## src/rtl/turn_sched_ctrl.sv

```systemverilog
// Round-robin turn scheduler: timed turns per player, move acceptance,
// timeout on budget expiry and round counting to game end.
module turn_sched_ctrl #(
    parameter int unsigned N_PLAYERS  = 4,
    parameter int unsigned TURN_TICKS = 9,
    parameter int unsigned MAX_ROUNDS = 8
) (
    input  logic       i_clk,
    input  logic       i_rst_n,
    input  logic       i_start,
    input  logic       i_tick,
    input  logic       i_pause,
    input  logic       i_move_valid,
    input  logic [2:0] i_move_id,
    output logic [2:0] o_player,
    output logic [3:0] o_time_left,
    output logic       o_turn_active,
    output logic       o_move_ack,
    output logic       o_timeout,
    output logic [3:0] o_round,
    output logic       o_game_over
);

    typedef enum logic [1:0] {
        S_IDLE,
        S_TURN,
        S_SWITCH,
        S_OVER
    } state_t;

    localparam logic [2:0] LAST_PLAYER = 3'(N_PLAYERS - 1);
    localparam logic [3:0] TICKS_INIT  = 4'(TURN_TICKS);
    localparam logic [3:0] ROUND_END   = 4'(MAX_ROUNDS);

    state_t     r_state;
    logic [2:0] r_player;
    logic [3:0] r_time_left;
    logic [3:0] r_round;
    logic       r_turn_active;
    logic       r_move_ack;
    logic       r_timeout;
    logic       r_game_over;

    logic       w_move_ok;
    logic       w_tick_ok;
    logic       w_wrap;
    logic [3:0] w_round_next;

    // Pause masks both moves and ticks; paused ticks are simply dropped.
    assign w_move_ok    = (r_state == S_TURN) && i_move_valid && !i_pause &&
                          (i_move_id == r_player);
    assign w_tick_ok    = (r_state == S_TURN) && i_tick && !i_pause;
    assign w_wrap       = (r_player == LAST_PLAYER);
    assign w_round_next = r_round + 4'd1;

    always_ff @(posedge i_clk or negedge i_rst_n) begin
        if (!i_rst_n) begin
            r_state       <= S_IDLE;
            r_player      <= '0;
            r_time_left   <= '0;
            r_round       <= '0;
            r_turn_active <= 1'b0;
            r_move_ack    <= 1'b0;
            r_timeout     <= 1'b0;
            r_game_over   <= 1'b0;
        end else begin
            r_move_ack <= 1'b0;
            r_timeout  <= 1'b0;
            case (r_state)
                S_IDLE, S_OVER: begin
                    if (i_start) begin
                        r_state       <= S_TURN;
                        r_player      <= '0;
                        r_round       <= '0;
                        r_time_left   <= TICKS_INIT;
                        r_turn_active <= 1'b1;
                        r_game_over   <= 1'b0;
                    end
                end
                S_TURN: begin
                    // A move in the same cycle as the expiring tick takes priority.
                    if (w_move_ok) begin
                        r_state       <= S_SWITCH;
                        r_move_ack    <= 1'b1;
                        r_turn_active <= 1'b0;
                    end else if (w_tick_ok) begin
                        if (r_time_left > 4'd1) begin
                            r_time_left <= r_time_left - 4'd1;
                        end else begin
                            r_time_left   <= '0;
                            r_state       <= S_SWITCH;
                            r_timeout     <= 1'b1;
                            r_turn_active <= 1'b0;
                        end
                    end
                end
                S_SWITCH: begin
                    if (w_wrap && (w_round_next == ROUND_END)) begin
                        r_state       <= S_OVER;
                        r_player      <= '0;
                        r_round       <= ROUND_END;
                        r_time_left   <= '0;
                        r_game_over   <= 1'b1;
                        r_turn_active <= 1'b0;
                    end else begin
                        r_state       <= S_TURN;
                        r_player      <= w_wrap ? 3'd0 : r_player + 3'd1;
                        r_round       <= w_wrap ? w_round_next : r_round;
                        r_time_left   <= TICKS_INIT;
                        r_turn_active <= 1'b1;
                    end
                end
                default: r_state <= S_IDLE;
            endcase
        end
    end

    assign o_player      = r_player;
    assign o_time_left   = r_time_left;
    assign o_turn_active = r_turn_active;
    assign o_move_ack    = r_move_ack;
    assign o_timeout     = r_timeout;
    assign o_round       = r_round;
    assign o_game_over   = r_game_over;

endmodule

```

## config.mk

```make
export PLATFORM = sky130hd
export DESIGN_NAME = turn_sched_ctrl
export DESIGN_NICKNAME = d
export VERILOG_FILES = /design/src/rtl/turn_sched_ctrl.sv
export SDC_FILE = /design/constraint.sdc
export NUM_CORES = 1
export LEC_CHECK = 0
export BUFFER_PORTS_ARGS = -buffer_cell sky130_fd_sc_hd__buf_2
export CAP_MARGIN = 10
export CORE_ASPECT_RATIO = 1.4
export CORE_MARGIN = 2
export CORE_UTILIZATION = 56
export CTS_CLUSTER_DIAMETER = 60
export DETAILED_ROUTE_END_ITERATION = 7
export PLACE_DENSITY_LB_ADDON = 0.12
export SLEW_MARGIN = 20
export SYNTH_ARGS = -nofsm -noshare
export SYNTH_HDL_FRONTEND = slang
export SYNTH_SLANG_ARGS = --single-unit
```

## constraint.sdc

```tcl
create_clock -name i_clk -period 4.8 [get_ports i_clk]
set_input_delay 0.24 -clock i_clk [delete_from_list [all_inputs] [get_ports i_clk]]
set_output_delay 0.24 -clock i_clk [all_outputs]
set_load 0.05 [all_outputs]
```

==> impl_results.md <==
- Total negative slack: 0 ns
- Fraction of post-synthesis cell area in the top cell type by area: 0.398
- Total core area: around 0.0018 sq mm
- Sum of routed wire length over all layers: 2270 um
- Type of element launching the critical path: flip-flop
- I/O pin count: 24
- Number of inserted filler cells in the final layout: 153
- Global route total overflow: 0
- Measured slew at the worst slew-check pin: a little over 0.7 ns
- Maximum fanout count along the critical path: 5
- Most instantiated flip-flop cell in the synthesis netlist: sky130_fd_sc_hd__dfrtp_1
- Data required time at the worst endpoint: 4.98 ns
- Max-cap viol count: 0
- Worst hold start: i_move_valid
- Total standard cell area after synthesis: 0.00107 sq mm
- Period utilisation layout: 0.418
- Total power per unit cell area: 655 mW/mm^2
- Total Power Consumption: a little over 0.0008 W
- Final max-slew violation count: 0
- Leak pwr: 0.608 nW
- Top cells by area, synth: sky130_fd_sc_hd__dfrtp_1, sky130_fd_sc_hd__ha_1, sky130_fd_sc_hd__o21ai_0, sky130_fd_sc_hd__nor2_1, sky130_fd_sc_hd__inv_1
- Internal Pwr Total: approximately 0.00038 W
- CTS root buffer: sky130_fd_sc_hd__clkbuf_4
- Max Freq: 499 MHz
- Antenna violations before repair: 0
- Synthesized netlist net count: 125
- Detailed Place HPWL: 1700 um
- Initial standard-cell utilization of the core: 0.601
- # H-tree levels: 1
- Average detailed-routed wire length per instance: 14.8 um
- Max transition margin: 0.517
- Worst setup EP type: flip-flop
- Total routing usage reported by global routing: 0.240
- Worst setup path class: flip-flop to flip-flop
- Clock share of power: 0.100
- Area enclosed by the die boundary: ~0.0023 sq mm
- Share of synthesized area occupied by flip-flops and latches: 0.398
- Final-layout worst hold slack: about 0.30 ns
- Delay of the slowest critical-path stage: ~0.6 ns
- Worst reg2reg path startpoint: o_time_left[0]
- Number of standard-cell rows in the floorplan: 18
- Cell breakdown of the critical path: inv_1 -> ha_1 -> nor2_1 -> o31ai_1 -> nor3b_1 -> nor3_1 -> o21ai_0
- Yosys top cell by area: sky130_fd_sc_hd__dfrtp_1
- Largest net degree at the start of global routing: 18
- YS warnings: 0
- Number of buffers inserted by port buffering: 23
- Worst Skew: ~0.0066 ns
- Final Setup Violations: 0
- Synth Instances: around 110
- Final Hold Fails: 0
- Antenna cells: 0
- Die width: slightly above 40 um
- Drt pass-1 iters: 4
- CTS tree: done
- Post-route minimum period: 2.00 ns
- Maximum VDD drop: around 0.00045 V
- FF+latch area: between 400 and 500 sq um
- Register clock-pin slew on the reported worst setup and hold paths: 0.09 ns
- Final RePlAce weighted congestion: 0.911
- Wire length of the first global-routing pass: 3880 um
- Number of enable-type register cells in the synthesized netlist: 0
- Critical Path AT: approximately 2.2 ns
- Critical path buffer and inverter count: 1
- CP Launch Point: o_time_left[0]
- Number of CTS-inserted buffers: 3
- Number of design-rule violations left by the first detailed-router iteration: 13
- Netlist cell types: 40
- Sink Count: 17
- CTS Buffer Depth: 2
- Kind of cell adding the most delay to the critical path: compound AO/OA/AOI/OAI gates
- Net switching power of the design: about 0.00042 W
- Number of routed nets with antenna violations: 0
- Vias per cell: 5.91
- Number of global-route vias before repair: 844
- Share of cells above drive strength 1: 0.271
- Syn Area/Cell: 9.81 sq um
- Combinational share of power: 0.616
- Result of the run: complete, no violations
- Clock insertion delay at the later pin of the skew report: 0.30 ns
- Layout overhead on the synthesized area: 14.7%
- Min-Delay Path Class: primary input to flip-flop
- Slowest CP cell: sky130_fd_sc_hd__o31ai_1
- RSZ-0062 raised after global routing: no
- Area of the multi-input gates: 599 sq um
- Remaining routing DRC violations: 0
- Net count reported at finish: 150
- Height of the chip: 55.7 um
- Flip-flop and latch count after synthesis: 17
- Via count: 904
- Async set or reset register ratio after synthesis: 1.00
- Switching share of power: 0.523
- Number of buffers inserted to repair setup after CTS: 0
- Power share of the sequential group: 0.284
-- layout make-up --
cell class,count,share of cell area
repair buffers,24,0.102
well taps,20,0.0204
clock buffers,4,0.0214
flip-flops and latches,17,0.347
multi-input cells,81,0.488
inverters,7,0.0214
-- worst register-to-register path, delay by kind of cell (launching register included) --
kind	cells	cell delay, ns
AOI/OAI and AO/OA	2	0.71
adders and majority gates	1	0.20
buffers and inverters	1	0.10
DFF	1	0.44
and+or+nand+nor	3	0.44
-- power groups by stage --
stage / logic [W] / registers [W] / clock network, W
floorplan: 0.000286 / 0.000335 / 0
global placement: 0.000479 / 0.000231 / 0
detailed placement: 0.000492 / 0.000232 / 0
CTS: 0.000495 / 0.000229 / 0.0000823
global route: 0.000542 / 0.000237 / 0.0000868
finish: 0.000495 / 0.000229 / 0.0000802
-- placed cells by master (no fill, tap or decap), types with 2 or more instances in the layout --
cell type	instances
sky130_fd_sc_hd__buf_2	23
sky130_fd_sc_hd__dfrtp_1	17
sky130_fd_sc_hd__o21ai_0	9
sky130_fd_sc_hd__nor2_1	8
sky130_fd_sc_hd__inv_1	7
sky130_fd_sc_hd__nand2_1	7
sky130_fd_sc_hd__ha_1	7
sky130_fd_sc_hd__nor3_1	4
sky130_fd_sc_hd__nand2b_1	4
sky130_fd_sc_hd__a21oi_1	4
sky130_fd_sc_hd__xor2_1	3
sky130_fd_sc_hd__clkbuf_4	3
sky130_fd_sc_hd__nand3b_1	2
sky130_fd_sc_hd__nand4_1	2
sky130_fd_sc_hd__nor2b_1	2
sky130_fd_sc_hd__o31ai_1	2
sky130_fd_sc_hd__mux2i_1	2
sky130_fd_sc_hd__nand3_1	2
sky130_fd_sc_hd__o21a_1	2
sky130_fd_sc_hd__a22o_1	2
-- logic make-up (layout without fill, tap and decap cells) --
group	after synthesis	count (layout)	synth area share
simple gates	41	41	0.232
compound gates	25	25	0.171
flops	17	17	0.398
buf+inv	11	35	0.0421
fa+ha+maj	7	7	0.0819
xor+xnor	4	4	0.0328
mux	4	4	0.0433
-- state kept, by name, summed over array words and instances, names as in the netlist --
register and flops:
r_state 2, o_time_left 4, o_timeout 1, o_game_over 1, o_move_ack 1, o_turn_active 1, o_round 4, o_player 3
-- synthesized netlist by cell type, types with 2 or more instances --
| library cell | number |
|---|---|
| sky130_fd_sc_hd__dfrtp_1 | 17 |
| sky130_fd_sc_hd__buf_2 | 2 |
| sky130_fd_sc_hd__a21oi_1 | 4 |
| sky130_fd_sc_hd__nor2b_1 | 2 |
| sky130_fd_sc_hd__nand2_1 | 7 |
| sky130_fd_sc_hd__xor2_1 | 3 |
| sky130_fd_sc_hd__inv_1 | 7 |
| sky130_fd_sc_hd__nor2_1 | 8 |
| sky130_fd_sc_hd__nor3_1 | 4 |
| sky130_fd_sc_hd__a22o_1 | 2 |
| sky130_fd_sc_hd__nand2b_1 | 4 |
| sky130_fd_sc_hd__ha_1 | 7 |
| sky130_fd_sc_hd__nand3b_1 | 2 |
| sky130_fd_sc_hd__o21ai_0 | 9 |
| sky130_fd_sc_hd__nand4_1 | 2 |
| sky130_fd_sc_hd__nand3_1 | 2 |
| sky130_fd_sc_hd__o31ai_1 | 2 |
| sky130_fd_sc_hd__o21a_1 | 2 |
| sky130_fd_sc_hd__mux2i_1 | 2 |
-- final timing paths --
| check | to | slack [ns] | depth (start not counted) |
|---|---|---|---|
| hold reg to reg | o_turn_active | 0.52 | 1 |
| min in group asynchronous | o_player[2] | 0.39 | 2 |
| setup reg to reg | o_time_left[3] | 2.80 | 7 |
| hold / removal | o_move_ack | 0.30 | 3 |
| max in group asynchronous | o_round[2] | 4.12 | 2 |
| setup / recovery | o_time_left[3] | 2.80 | 7 |
-- stage by stage --
| stage | cells | worst slack [ns] | area, sq um | utilization |
|---|---|---|---|---|
| 3_5_place_dp | 148 | 2.83 | 1190 | 0.669 |
| 2_1_floorplan | 109 | 2.84 | 1070 | - |
| 3_3_place_gp | 148 | 2.93 | 1190 | 0.669 |
| 4_1_cts | 153 | 2.82 | 1230 | 0.690 |
| 6_report | 153 | 2.80 | 1230 | 0.690 |
| 5_1_grt | 153 | 2.62 | 1230 | 0.690 |
-- what timing repair did --
| item | CTS | global route |
|---|---|---|
| hold buffers | 1 | 0 |
| hold endpoints to repair | 17 | 0 |
| resized for setup | 0 | 0 |
-- layer usage --
| metal | global-route usage | up-vias | wire [um] |
|---|---|---|---|
| met5 | 0 | - | 0 |
| met4 | 0.100 | 0 | 48 |
| met3 | 0.0360 | 5 | 113 |
| met2 | 0.377 | 30 | 1130 |
| met1 | 0.308 | 434 | 976 |
| li1 | - | 435 | - |
No activity file was read; power rests on OpenSTA's default activity.
